<file path="src/rtl/fetch_sequencer.sv">
// Fetch controller: owns the fetch PC, issues credit-limited in-order requests to
// instruction memory, pushes responses into the instruction buffer and drains stale responses after a redirect.
module fetch_sequencer #(
    parameter int ADDR_WIDTH      = 32,
    parameter int INST_WIDTH      = 32,
    parameter int BUFFER_DEPTH    = 8,
    parameter int MAX_OUTSTANDING = 2,
    parameter logic [ADDR_WIDTH-1:0] RESET_PC = '0
) (
    input  logic                                 clk,
    input  logic                                 rst_n,
    input  logic                                 stall,
    input  logic                                 redirect_valid,
    input  logic [ADDR_WIDTH-1:0]                redirect_pc,
    output logic                                 imem_req_valid,
    output logic [ADDR_WIDTH-1:0]                imem_req_addr,
    input  logic                                 imem_req_ready,
    input  logic                                 imem_resp_valid,
    input  logic [INST_WIDTH-1:0]                imem_resp_data,
    output logic                                 buf_write_en,
    output logic [INST_WIDTH-1:0]                buf_data_in,
    output logic                                 buf_read_en,
    output logic                                 buf_flush,
    output logic [$clog2(BUFFER_DEPTH):0]        occupancy,
    output logic [$clog2(MAX_OUTSTANDING):0]     outstanding,
    output logic                                 draining
);

    localparam int OCC_W = $clog2(BUFFER_DEPTH) + 1;
    localparam int OUT_W = $clog2(MAX_OUTSTANDING) + 1;

    typedef enum logic [1:0] {
        IDLE  = 2'd0,
        RUN   = 2'd1,
        DRAIN = 2'd2
    } state_t;

    state_t                  r_state;
    state_t                  w_nextState;
    logic [ADDR_WIDTH-1:0]   r_pc;
    logic [OCC_W-1:0]        r_occ;
    logic [OUT_W-1:0]        r_outs;
    logic [OUT_W-1:0]        w_outsNext;
    logic                    w_redirect;
    logic                    w_accept;
    logic                    w_resp;
    int                      w_fill;

    // Redirects only count once the sequencer has left IDLE.
    assign w_redirect = redirect_valid & (r_state != IDLE);
    assign w_fill     = int'(r_occ) + int'(r_outs);
    assign w_accept   = imem_req_valid & imem_req_ready;
    assign w_resp     = imem_resp_valid & (r_outs != '0);

    always_comb begin
        w_outsNext = r_outs;
        if (w_accept && !w_resp) begin
            w_outsNext = r_outs + OUT_W'(1);
        end else if (!w_accept && w_resp) begin
            w_outsNext = r_outs - OUT_W'(1);
        end
    end

    always_ff @(posedge clk or negedge rst_n) begin
        if (!rst_n) begin
            r_state <= IDLE;
        end else begin
            r_state <= w_nextState;
        end
    end

    always_comb begin
        w_nextState = r_state;
        case (r_state)
            IDLE:    w_nextState = RUN;
            RUN:     if (w_redirect && (w_outsNext != '0)) w_nextState = DRAIN;
            DRAIN:   if ((r_outs == '0) && !redirect_valid) w_nextState = RUN;
            default: w_nextState = IDLE;
        endcase
    end

    always_comb begin
        imem_req_valid = 1'b0;
        buf_write_en   = 1'b0;
        buf_read_en    = 1'b0;
        buf_flush      = 1'b0;
        draining       = 1'b0;
        if (r_state == RUN) begin
            imem_req_valid = !redirect_valid && (w_fill < BUFFER_DEPTH)
                             && (int'(r_outs) < MAX_OUTSTANDING);
            buf_write_en   = w_resp && !redirect_valid;
        end
        if (r_state != IDLE) begin
            buf_read_en = !stall && !redirect_valid && (r_occ != '0);
            buf_flush   = redirect_valid;
        end
        draining = (r_state == DRAIN);
    end

    assign imem_req_addr = r_pc;
    assign buf_data_in   = imem_resp_data;
    assign occupancy     = r_occ;
    assign outstanding   = r_outs;

    // Flush wins over any push/pop; otherwise a simultaneous push and pop cancel.
    always_ff @(posedge clk or negedge rst_n) begin
        if (!rst_n) begin
            r_pc   <= RESET_PC;
            r_occ  <= '0;
            r_outs <= '0;
        end else begin
            r_outs <= w_outsNext;
            if (w_redirect) begin
                r_pc  <= redirect_pc;
                r_occ <= '0;
            end else begin
                if (w_accept) begin
                    r_pc <= r_pc + ADDR_WIDTH'(4);
                end
                if (buf_write_en && !buf_read_en) begin
                    r_occ <= r_occ + OCC_W'(1);
                end else if (!buf_write_en && buf_read_en) begin
                    r_occ <= r_occ - OCC_W'(1);
                end
            end
        end
    end

endmodule

</file>
<file path="config.mk">
export PLATFORM = sky130hd
export DESIGN_NAME = fetch_sequencer
export DESIGN_NICKNAME = d
export VERILOG_FILES = /design/src/rtl/fetch_sequencer.sv
export SDC_FILE = /design/constraint.sdc
export NUM_CORES = 1
export LEC_CHECK = 0
export ABC_AREA = 1
export ABC_CLOCK_PERIOD_IN_PS = 5540
export BUFFER_PORTS_ARGS = -buffer_cell sky130_fd_sc_hd__buf_2
export CORE_UTILIZATION = 33
export DETAILED_ROUTE_END_ITERATION = 10
export REMOVE_ABC_BUFFERS = 1
export SKIP_LAST_GASP = 1
export SLEW_MARGIN = 10
export SYNTH_ARGS = -nofsm -noshare
export SYNTH_HDL_FRONTEND = slang
export SYNTH_SLANG_ARGS = --single-unit
</file>
<file path="constraint.sdc">
create_clock -name clk -period 5.54 [get_ports clk]
set_clock_uncertainty 0.15 [all_clocks]
set_input_delay 1.108 -clock clk [delete_from_list [all_inputs] [get_ports clk]]
set_output_delay 1.108 -clock clk [all_outputs]
set_load 0.01 [all_outputs]
</file>
# --- Yosys cells after proc, flatten, opt, wreduce, memory -nomap -nowiden ---
# Cells that the tools add are included.
totals:
  in_bits: 70
  elab_cells: 59
  out_inout_bits: 75
  reg_bits: 40
op_classes:
  n_reduce_logical: 26
  n_eq_ne: 4
  n_lt_le_gt_ge: 2
  bitwise: 3
  muxes: 14
  n_addsub: 6
ops:
  columns: ["op", "n"]
  rows:
  - ["$mux 32", 2]
  - ["$add 32x3->32 const B", 1]
  - ["$mux 4", 3]
  - ["$logic_and 1x1->1", 11]
  - ["$mux 2", 4]
  - ["$reduce_bool 2->1", 4]
  - ["$logic_not 1->1", 6]
  - ["$pmux 2 s3", 1]
  - ["$add 4x2->5", 1]
  - ["$lt 5x4->1 const B", 1]
  - ["$add 4x1->4 const B", 1]
  - ["$logic_not 2->1", 2]
  - ["$mux 1", 4]
  - ["$reduce_bool 4->1", 1]
  - ["$sub 4x1->4 const B", 1]
  - ["$and 1x1->1", 3]
  - ["$reduce_bool 3->1", 1]
  - ["$add 2x1->2 const B", 1]
  - ["$eq 2x1->1 const B", 1]
  - ["$eq 2x2->1 const B", 1]
  - ["$lt 2x2->1 const B", 1]
  - ["$ne 2x1->1 const B", 1]
  - ["$ne 2x2->1 const B", 1]
  - ["$reduce_and 2->1", 1]
  - ["$sub 2x1->2 const B", 1]

# --- Depth between registers and ports, before layout ---
# Gate-level depths: netlist (run 1).
logic_depth:
  word_depth: 14
  ltp_mapped: 13
  depth_no_buf: 13

# --- Least setup slack after synthesis (run 1) ---
# No wires, ideal clock.
synth_timing:
  path_kind: "input to register"
  start: "in imem_resp_valid"
  end: "reg r_occ[3] (netlist: occupancy[3])"
  required_ns: 5.265
  arrival_time_ns: 2.656
  path_slack_ns: 2.609
  n_path_buf: 0
  setup_time_ns: 0.125
  path_stages: 9
  path_cell_list: "inv_1 or2_1 nor2_2 nand2_1 ha_1 and3_1 a211oi_1 xor2_1 o22ai_1"
synth_via:
  elab_chain_len: 6
  elab_cells_between_ends: 9
  cone_classes: "mux (3); bitwise (1); reduce/logical (5)"
synth_rtl:
  columns: ["item", "line", "text"]
  rows:
  - ["start, declared", "18", "input logic imem_resp_valid,"]
  - ["$and 1x1->1 *", "53", "assign w_resp = imem_resp_valid & (r_outs != '0);"]
  - ["$logic_and 1x1->1 *", "91", "buf_write_en = w_resp && !redirect_valid;"]
  - ["$mux 1 *", "88", "if (r_state == RUN) begin"]
  - ["net buf_write_en", "20", "output logic buf_write_en,"]
  - ["$logic_and 1x1->1 or $logic_not 1->1 (tied branches)", "120, 122", null]
  - ["$mux 4 or $logic_and 1x1->1 (tied branches)", "120, 122", null]
  - ["$mux 4 or $reduce_bool 3->1 (tied branches)", null, null]
  - ["end signal, assigned", "121", "r_occ <= r_occ + OCC_W'(1);"]
  - ["end signal, assigned", "123", "r_occ <= r_occ - OCC_W'(1);"]
  - ["end, declared", "41", "logic [OCC_W-1:0] r_occ;"]
# Mark *: on every way through the listed nets, which the timed path passes. The rest lies on a longest branch.
# A chain may end at the register's enable or synchronous reset.

# --- Worst setup path after layout (run 1) ---
layout_timing:
  start: "in redirect_valid"
  end: "out buf_flush"
layout_via:
  elab_chain_len: 1
layout_rtl:
  columns: ["item", "line", "text"]
  rows:
  - ["start, declared", "13", "input logic redirect_valid,"]
  - ["$mux 1", "93", "if (r_state != IDLE) begin"]
  - ["end, declared", "23", "output logic buf_flush,"]
# No other way between the ends.

==> flow_summary_export.csv, run 1 <==
group,metric,value,unit
synth,synth_compound_area_share,10.9,%
final_layout,syn2layout_area_growth,10.1,%
clocking,cts_buffers,5,
placement,post-place-ws,2190,ps
pwr,clkPwrFrac,11.2,%
synth,synth_seq_cells,40,
global_route,antenna_found_initial,0,
worst_setup_path,critPathArrivalTime,1860,ps
worst_setup_path,crit_family,"buffers and inverters",
sta,tns,0,ps
worst_setup_path,r2r_slack,2850,ps
drt,post_drt_wl_per_cell,15.9,microns
drt,drc,0,
sta,min_period_over_period,56.4,%
worst_setup_path,cp_slowest_cell,"nor2_8",
floorplanning,rows,36,
sta,fmax,0.320,GHz
drt,drt_iter0_drc,210,
synth,yosysUniqueCellTypes,45,
worst_setup_path,r2r_start,"occupancy[1]",
floorplanning,coreArea,9730,sq um
synth,netlist_instances,463,
final_layout,diodes,0,
worst_setup_path,cpPeakStageDelay,330,ps
drt,num_vias,3178,
placement,placed_cell_area,3550,sq um
worst_setup_path,reg2reg_depth,10,
synth,synth_top_area_cell,"dfrtp_1",
clocking,post_cts_resized,0,
pwr,powerDensity,533,nW/um^2
synth,ys_top_cells_by_count,"103 x nand2_1, 55 x nor2_1, 46 x inv_1",
pwr,switching_share,52.2,%
floorplanning,die-area,10400,sq um
global_route,grt_pass1_vias,3072,
floorplanning,ios,145,
worst_setup_path,cp-start-kind,"input port",
synth,synth.most_common_cell,"nand2_1",
sta,rsz0062_at_grt,"false",
hold_path,holdPathStages,2,
worst_setup_path,crit_path_frequent_cell,"buf_2",
worst_setup_path,worstPathRequired,4280,ps
worst_setup_path,worst-path-max-fanout,23,
synth,muxShareOfSynthArea,0,%
drt,drt-total-wl,10200,microns
pwr,peakVddDrop,0.250,mV
clocking,clock_latency,310,ps
global_route,grt_use_total,20.7,%
clocking,clkSlewWorstSetupHoldPaths,90,ps
clocking,cts_buffer_depth,2,
worst_setup_path,critPathLaunch,"redirect_valid",
global_route,grt_pass1_wl,16300,microns
synth,synth_flop_cell,"dfrtp_1",
sta,relSlewSlack,34.7,%
synth,ys_seq_area_share,30.3,%
placement,io_buffers,80,
final_layout,filler_cell_count,1081,
worst_setup_path,path_buf_inv,3,
worst_setup_path,cp.depth,4,
pwr,leakagePower,1.78,nW
pwr,intPower,929,uW
sta,hold_slack,335,ps
floorplanning,start_util,34.0,%
synth,synth_top_family_by_area,"simple AND/OR/NAND/NOR gates",
worst_setup_path,crit_path_end,"buf_flush",
pwr,p_total,1.94,mW
worst_setup_path,critPathCaptureType,"output pin",
drt,vias_per_cell,4.97,
synth,synth_top_area_share,30.3,%
worst_setup_path,crit_chain,"buf_2 > inv_4 > nor2_8 > buf_2",
final_layout,fin_area,3640,sq um
final_layout,drive_above_1_share,26.4,%
worst_setup_path,reg2reg_to,"imem_req_addr[31]",
drt,drt-pass1-iter-count,7,
pwr,power_switching,1.01,mW
synth,syn_area_per_cell,7.14,sq um
global_route,grt_overflow,0,
synth,yosys.area_share.simple,38.6,%
job,cap_violations,0,
synth,synth_async_sr_flop_share,100,%
synth,synth_xor_area_share,1.59,%
pwr,p_seq_share,33.1,%
drt,ant_nets,0,
clocking,clock_sinks,40,
clocking,tritoncts,"built",
pwr,combPwrFrac,55.7,%
sta,setup_ws,2420,ps
sta,finalSetupViolCount,0,
sta,hold_viol,0,
worst_setup_path,worstSetupPathType,"in2out",
clocking,root_buffer,"clkbuf_8",
synth,synth_edf_count,0,
floorplanning,die_h,102,microns
sta,worst-slew-pin-transition,980,ps
clocking,htreeDepth,2,
global_route,grt_start_max_net_pins,56,
outcome,outcome,"finished clean",
clocking,cts_setup_buffers,0,
placement,gp_congestion,0.878,
floorplanning,die_w,102,microns
synth,syn_area,3310,sq um
sta,slew_viol_final,0,
synth,yosys-top-cells-area,"dfrtp_1 30%, nand2_1 12%, buf_4 7.7%, nor2_1 6.2%, nand3_1 5.3%",
final_layout,nets,582,
clocking,cts_hold_buf,0,
placement,hpwlAfterDp,7820,microns
hold_path,hold_class,"reg2reg",
sta,layout_min_cycle_time,3120,ps
synth,yosys_warnings,0,
synth,synthAdderAreaFrac,2.50,%
## registers in the layout, indices dropped and copies added (netlist names)
name / cells
imem_req_addr: 32
occupancy: 4
outstanding: 2
r_state: 2
## routing by layer
layer / up-vias / part of all wire (%) / track usage (%)
met1: 1454 / 43 / 26.1
li1: 1568 / - / -
met5: - / 0 / 2.88
met2: 148 / 44 / 31.5
met3: 8 / 12 / 10.3
met4: 0 / 0.85 / 4.40
## power groups by stage
stage	Combinational (mW)	Sequential, mW	Clock [mW]
after floorplan	0.697	0.660	0
after global placement	1.06	0.648	0
after detailed placement	1.09	0.650	0
after CTS	1.09	0.645	0.222
after global routing	1.23	0.673	0.234
final	1.08	0.642	0.217
## area by class of cell
type	instances	area, sq um	area share (%)
clock buffers	6	82.6	2.27
multi-input cells	325	1770	48.7
well taps	133	166	4.57
clock inverters	2	10.0	0.275
inverters	54	208	5.70
repair buffers	80	400	11.0
flip-flops and latches	40	1000	27.5
## cells in the final DEF (no fill, tap or decap), types with 4 or more instances in the layout
cell and count:
inv_1 46, nor4_1 4, nand4_1 10, nor3_1 14
nor3_2 5, inv_2 6, nand2_1 103, nor2_1 55
xor2_1 5, clkbuf_8 6, nand3_1 35, dfrtp_1 40
o22ai_1 4, o21ai_1 10, buf_2 80, ha_1 5
a21oi_1 5, o211ai_1 7, nor2_2 8, o21ai_0 18
## metrics by stage
step	utilization (%)	std cells
finish	37.4	640
global route	37.4	640
CTS	37.4	640
detailed placement	36.5	632
global placement	36.5	632
floorplan	-	419
## cells by family (layout without fill, tap and decap cells)
group                    after synthesis  count (layout)
flip-flops                            40              40
AND/OR/NAND/NOR                      257             257
buffers and inverters                 98             142
XOR/XNOR                               6               6
adder cells (fa/ha/maj)                6               6
AO/OA/AOI/OAI                         56              56
## how the worst min path moves through the flow
| stage | slack [ps] | endpoint | startpoint |
|---|---|---|---|
| after floorplan | 360 | imem_req_addr[0] | imem_req_addr[0] |
| after global placement | 310 | imem_req_addr[0] | imem_req_addr[0] |
| after detailed placement | 330 | imem_req_addr[0] | imem_req_addr[0] |
| after CTS | 350 | imem_req_addr[0] | imem_req_addr[0] |
| after global routing | 360 | imem_req_addr[0] | imem_req_addr[0] |
| final | 340 | imem_req_addr[0] | imem_req_addr[0] |
## worst reg2reg max path: stages, from the launching register on
cell	delay [ps]
dfrtp_1	470
ha_1	320
nand2_1	70
nor2_1	40
nor2_1	190
nand3_4	230
nand2_2	630
inv_2	220
nor2_1	130
nand2_1	60
o21ai_1	80
(Power assumes the default switching activity.)
==> inputs of run 2 (changes only) <==
--- a/config.mk
+++ b/config.mk
@@ -5,8 +5,8 @@
 export SDC_FILE = /design/constraint.sdc
 export NUM_CORES = 1
 export LEC_CHECK = 0
-export ABC_AREA = 1
-export ABC_CLOCK_PERIOD_IN_PS = 5540
+export ABC_AREA = 0
+export ABC_CLOCK_PERIOD_IN_PS = 2700
 export BUFFER_PORTS_ARGS = -buffer_cell sky130_fd_sc_hd__buf_2
 export CORE_UTILIZATION = 33
 export DETAILED_ROUTE_END_ITERATION = 10
==> constraint.sdc (replaced) <==
create_clock -name clk -period 2.7 [get_ports clk]
set_clock_uncertainty 0.15 [all_clocks]
set_input_delay 0.54 -clock clk [delete_from_list [all_inputs] [get_ports clk]]
set_output_delay 0.54 -clock clk [all_outputs]
set_load 0.01 [all_outputs]
==> run 2 against run 1 <==
Net effect:
- via count fell by 24%
- worst setup slack got worse by 2300 ps
- combinational power rose by 36%
- largest cell class unchanged
- largest power group unchanged
==> flow_summary_export.csv, run 2 <==
group,metric,value,unit
clocking,tritoncts,"built",
sta,rsz0062_at_grt,"true",
global_route,grt_use_total,18.6,%
placement,placed_cell_area,3040,sq um
worst_setup_path,critPathCaptureType,"output pin",
floorplanning,start_util,34.6,%
floorplanning,die_h,92.4,microns
sta,finalSetupViolCount,0,
synth,syn_area_per_cell,8.99,sq um
floorplanning,rows,32,
synth,syn_area,2700,sq um
clocking,cts_buffers,5,
clocking,clock_latency,290,ps
job,cap_violations,0,
drt,post_drt_wl_per_cell,16.6,microns
synth,synth_edf_count,0,
sta,layout_min_cycle_time,2620,ps
drt,num_vias,2401,
worst_setup_path,cpPeakStageDelay,380,ps
final_layout,fin_area,3130,sq um
final_layout,mostFrequentLayoutCells,"80 x buf_2, 46 x nand2_1, 40 x dfrtp_1",
global_route,antenna_found_initial,0,
global_route,grt_pass1_vias,2244,
clocking,htreeDepth,2,
sta,tns,0,ps
placement,post-place-ws,12.8,ps
placement,io_buffers,80,
final_layout,largest_reg_flops,32,
final_layout,layout_commonest_cell,"buf_2",
sta,hold_viol,0,
drt,ant_nets,0,
floorplanning,die-area,8540,sq um
global_route,grt_overflow,0,
drt,drt-total-wl,7650,microns
pwr,peakVddDrop,0.330,mV
worst_setup_path,path_buf_inv,2,
synth,ys_top_cells_by_count,"46 x nand2_1, 40 x dfrtp_1, 33 x buf_4",
final_layout,filler_cell_count,813,
sta,worst-slew-pin-transition,572,ps
synth,synth_top_area_share,37.1,%
worst_setup_path,cp_slowest_cell,"dfrtp_1",
clocking,clkSlewWorstSetupHoldPaths,80,ps
drt,drc,0,
final_layout,fin_cells,460,
synth,synth_seq_cells,40,
worst_setup_path,cp-start-kind,"flip-flop",
final_layout,fin_util,40.0,%
worst_setup_path,worstSetupPathType,"reg2out",
placement,hpwlAfterDp,5780,microns
synth,synth.most_common_cell,"nand2_1",
sta,slew_viol_final,0,
pwr,powerDensity,975,nW/um^2
floorplanning,die_w,92.4,microns
synth,yosysUniqueCellTypes,52,
synth,yosys_warnings,0,
clocking,root_buffer,"clkbuf_8",
sta,setup_ws,78.3,ps
synth,yosys-top-cells-area,"dfrtp_1 37%, buf_4 9.2%, nand2_1 6.4%, o21ai_0 4.6%, xor2_1 4.5%",
final_layout,nets,433,
placement,gp_congestion,0.773,
worst_setup_path,critPathArrivalTime,1930,ps
global_route,grt_start_max_net_pins,41,
hold_path,hold_class,"in2async",
drt,vias_per_cell,5.22,
clocking,clock_sinks,40,
synth,synth_top_area_cell,"dfrtp_1",
floorplanning,coreArea,7810,sq um
floorplanning,ios,145,
synth,synth_flop_cell,"dfrtp_1",
sta,fmax,0.381,GHz
final_layout,diodes,0,
global_route,grt_pass1_wl,12100,microns
drt,drt_iter0_drc,83,
outcome,outcome,"finished clean",
clocking,cts_hold_buf,0,
synth,synth_async_sr_flop_share,100,%
worst_setup_path,worst-path-max-fanout,6,
worst_setup_path,crit_family,"flip-flops",
clocking,cts_buffer_depth,2,
sta,min_period_over_period,97.1,%
synth,ys_seq_area_share,37.1,%
worst_setup_path,crit_chain,"buf_4 > ha_1 > a31oi_2 > nor2_1 > nor4_1 > buf_2",
synth,netlist_instances,300,
sta,relSlewSlack,61.8,%
final_layout,drive_above_1_share,31.3,%
pwr,leakagePower,1.42,nW
placement,dpl.cell_count,452,
drt,drt-pass1-iter-count,5,
worst_setup_path,worstPathRequired,2010,ps
final_layout,syn2layout_area_growth,15.9,%
-- run 2: changes by cell type after synthesis, moves of 9 or more --
cell	previous run	this run
nand2_1	103	46
nand3_1	35	12
xor2_1	5	14
xnor2_1	1	13
nor3_1	14	4
inv_1	46	6
nor2_1	55	10
-- run 2: stage by stage --
| stage | total power, mW | hold WS (ps) |
|---|---|---|
| 2_1_floorplan | 2.02 | 94.4 |
| 3_3_place_gp | 2.61 | 307 |
| 3_5_place_dp | 2.65 | 321 |
| 4_1_cts | 3.08 | 67.1 |
| 5_1_grt | 3.31 | 74.7 |
| 6_report | 3.05 | 48.2 |
-- run 2: path summary, 6_finish.rpt --
path	startpoint	endpoint	slack, ps	cells past startpoint
max	occupancy[1]	imem_req_valid	80	6
max reg2reg	outstanding[0]	occupancy[3]	130	11
min reg2reg	imem_req_addr[1]	imem_req_addr[1]	330	2
min in group clk	redirect_pc[1]	imem_req_addr[1]	290	3
max in group asynchronous	rst_n	imem_req_addr[15]	2130	2
min	rst_n	r_state[1]	50	2
-- run 2: what timing repair did --
item,CTS,global route
buffers inserted,0,0
hold endpoints to repair,0,0
resized for setup,0,0
setup endpoints to repair,0,2
-- run 2: final cells by class --
class,instances,area (sq um),share of cell area (%)
Sequential cell,40,1000,32.0
Timing Repair Buffer,94,518,16.6
Inverter,7,26.3,0.840
Tap cell,102,128,4.08
Clock buffer,8,90.1,2.88
Multi-Input combinational cell,209,1360,43.6
-- run 2: per-layer routing --
| metal | routed length (microns) | track usage (%) |
|---|---|---|
| met1 | 3600 | 26.3 |
| met2 | 3000 | 23.5 |
| met3 | 970 | 10.1 |
| met4 | 83 | 5.08 |
| met5 | 0 | 3.21 |
-- run 2: kinds of logic after synthesis --
group,after synthesis,synth area share (%)
XOR/XNOR,27,8.77
AND/OR/NAND/NOR,117,23.5
AO/OA/AOI/OAI,55,13.7
flip-flops,40,37.1
buffers and inverters,51,12.3
multiplexers,4,1.53
adder cells (fa/ha/maj),6,3.06
-- run 2: report_power, final --
| part | internal (mW) | switching, mW |
|---|---|---|
| sequential | 0.862 | 0.297 |
| clock | 0.209 | 0.213 |
| combinational | 0.662 | 0.808 |
| total | 1.73 | 1.32 |
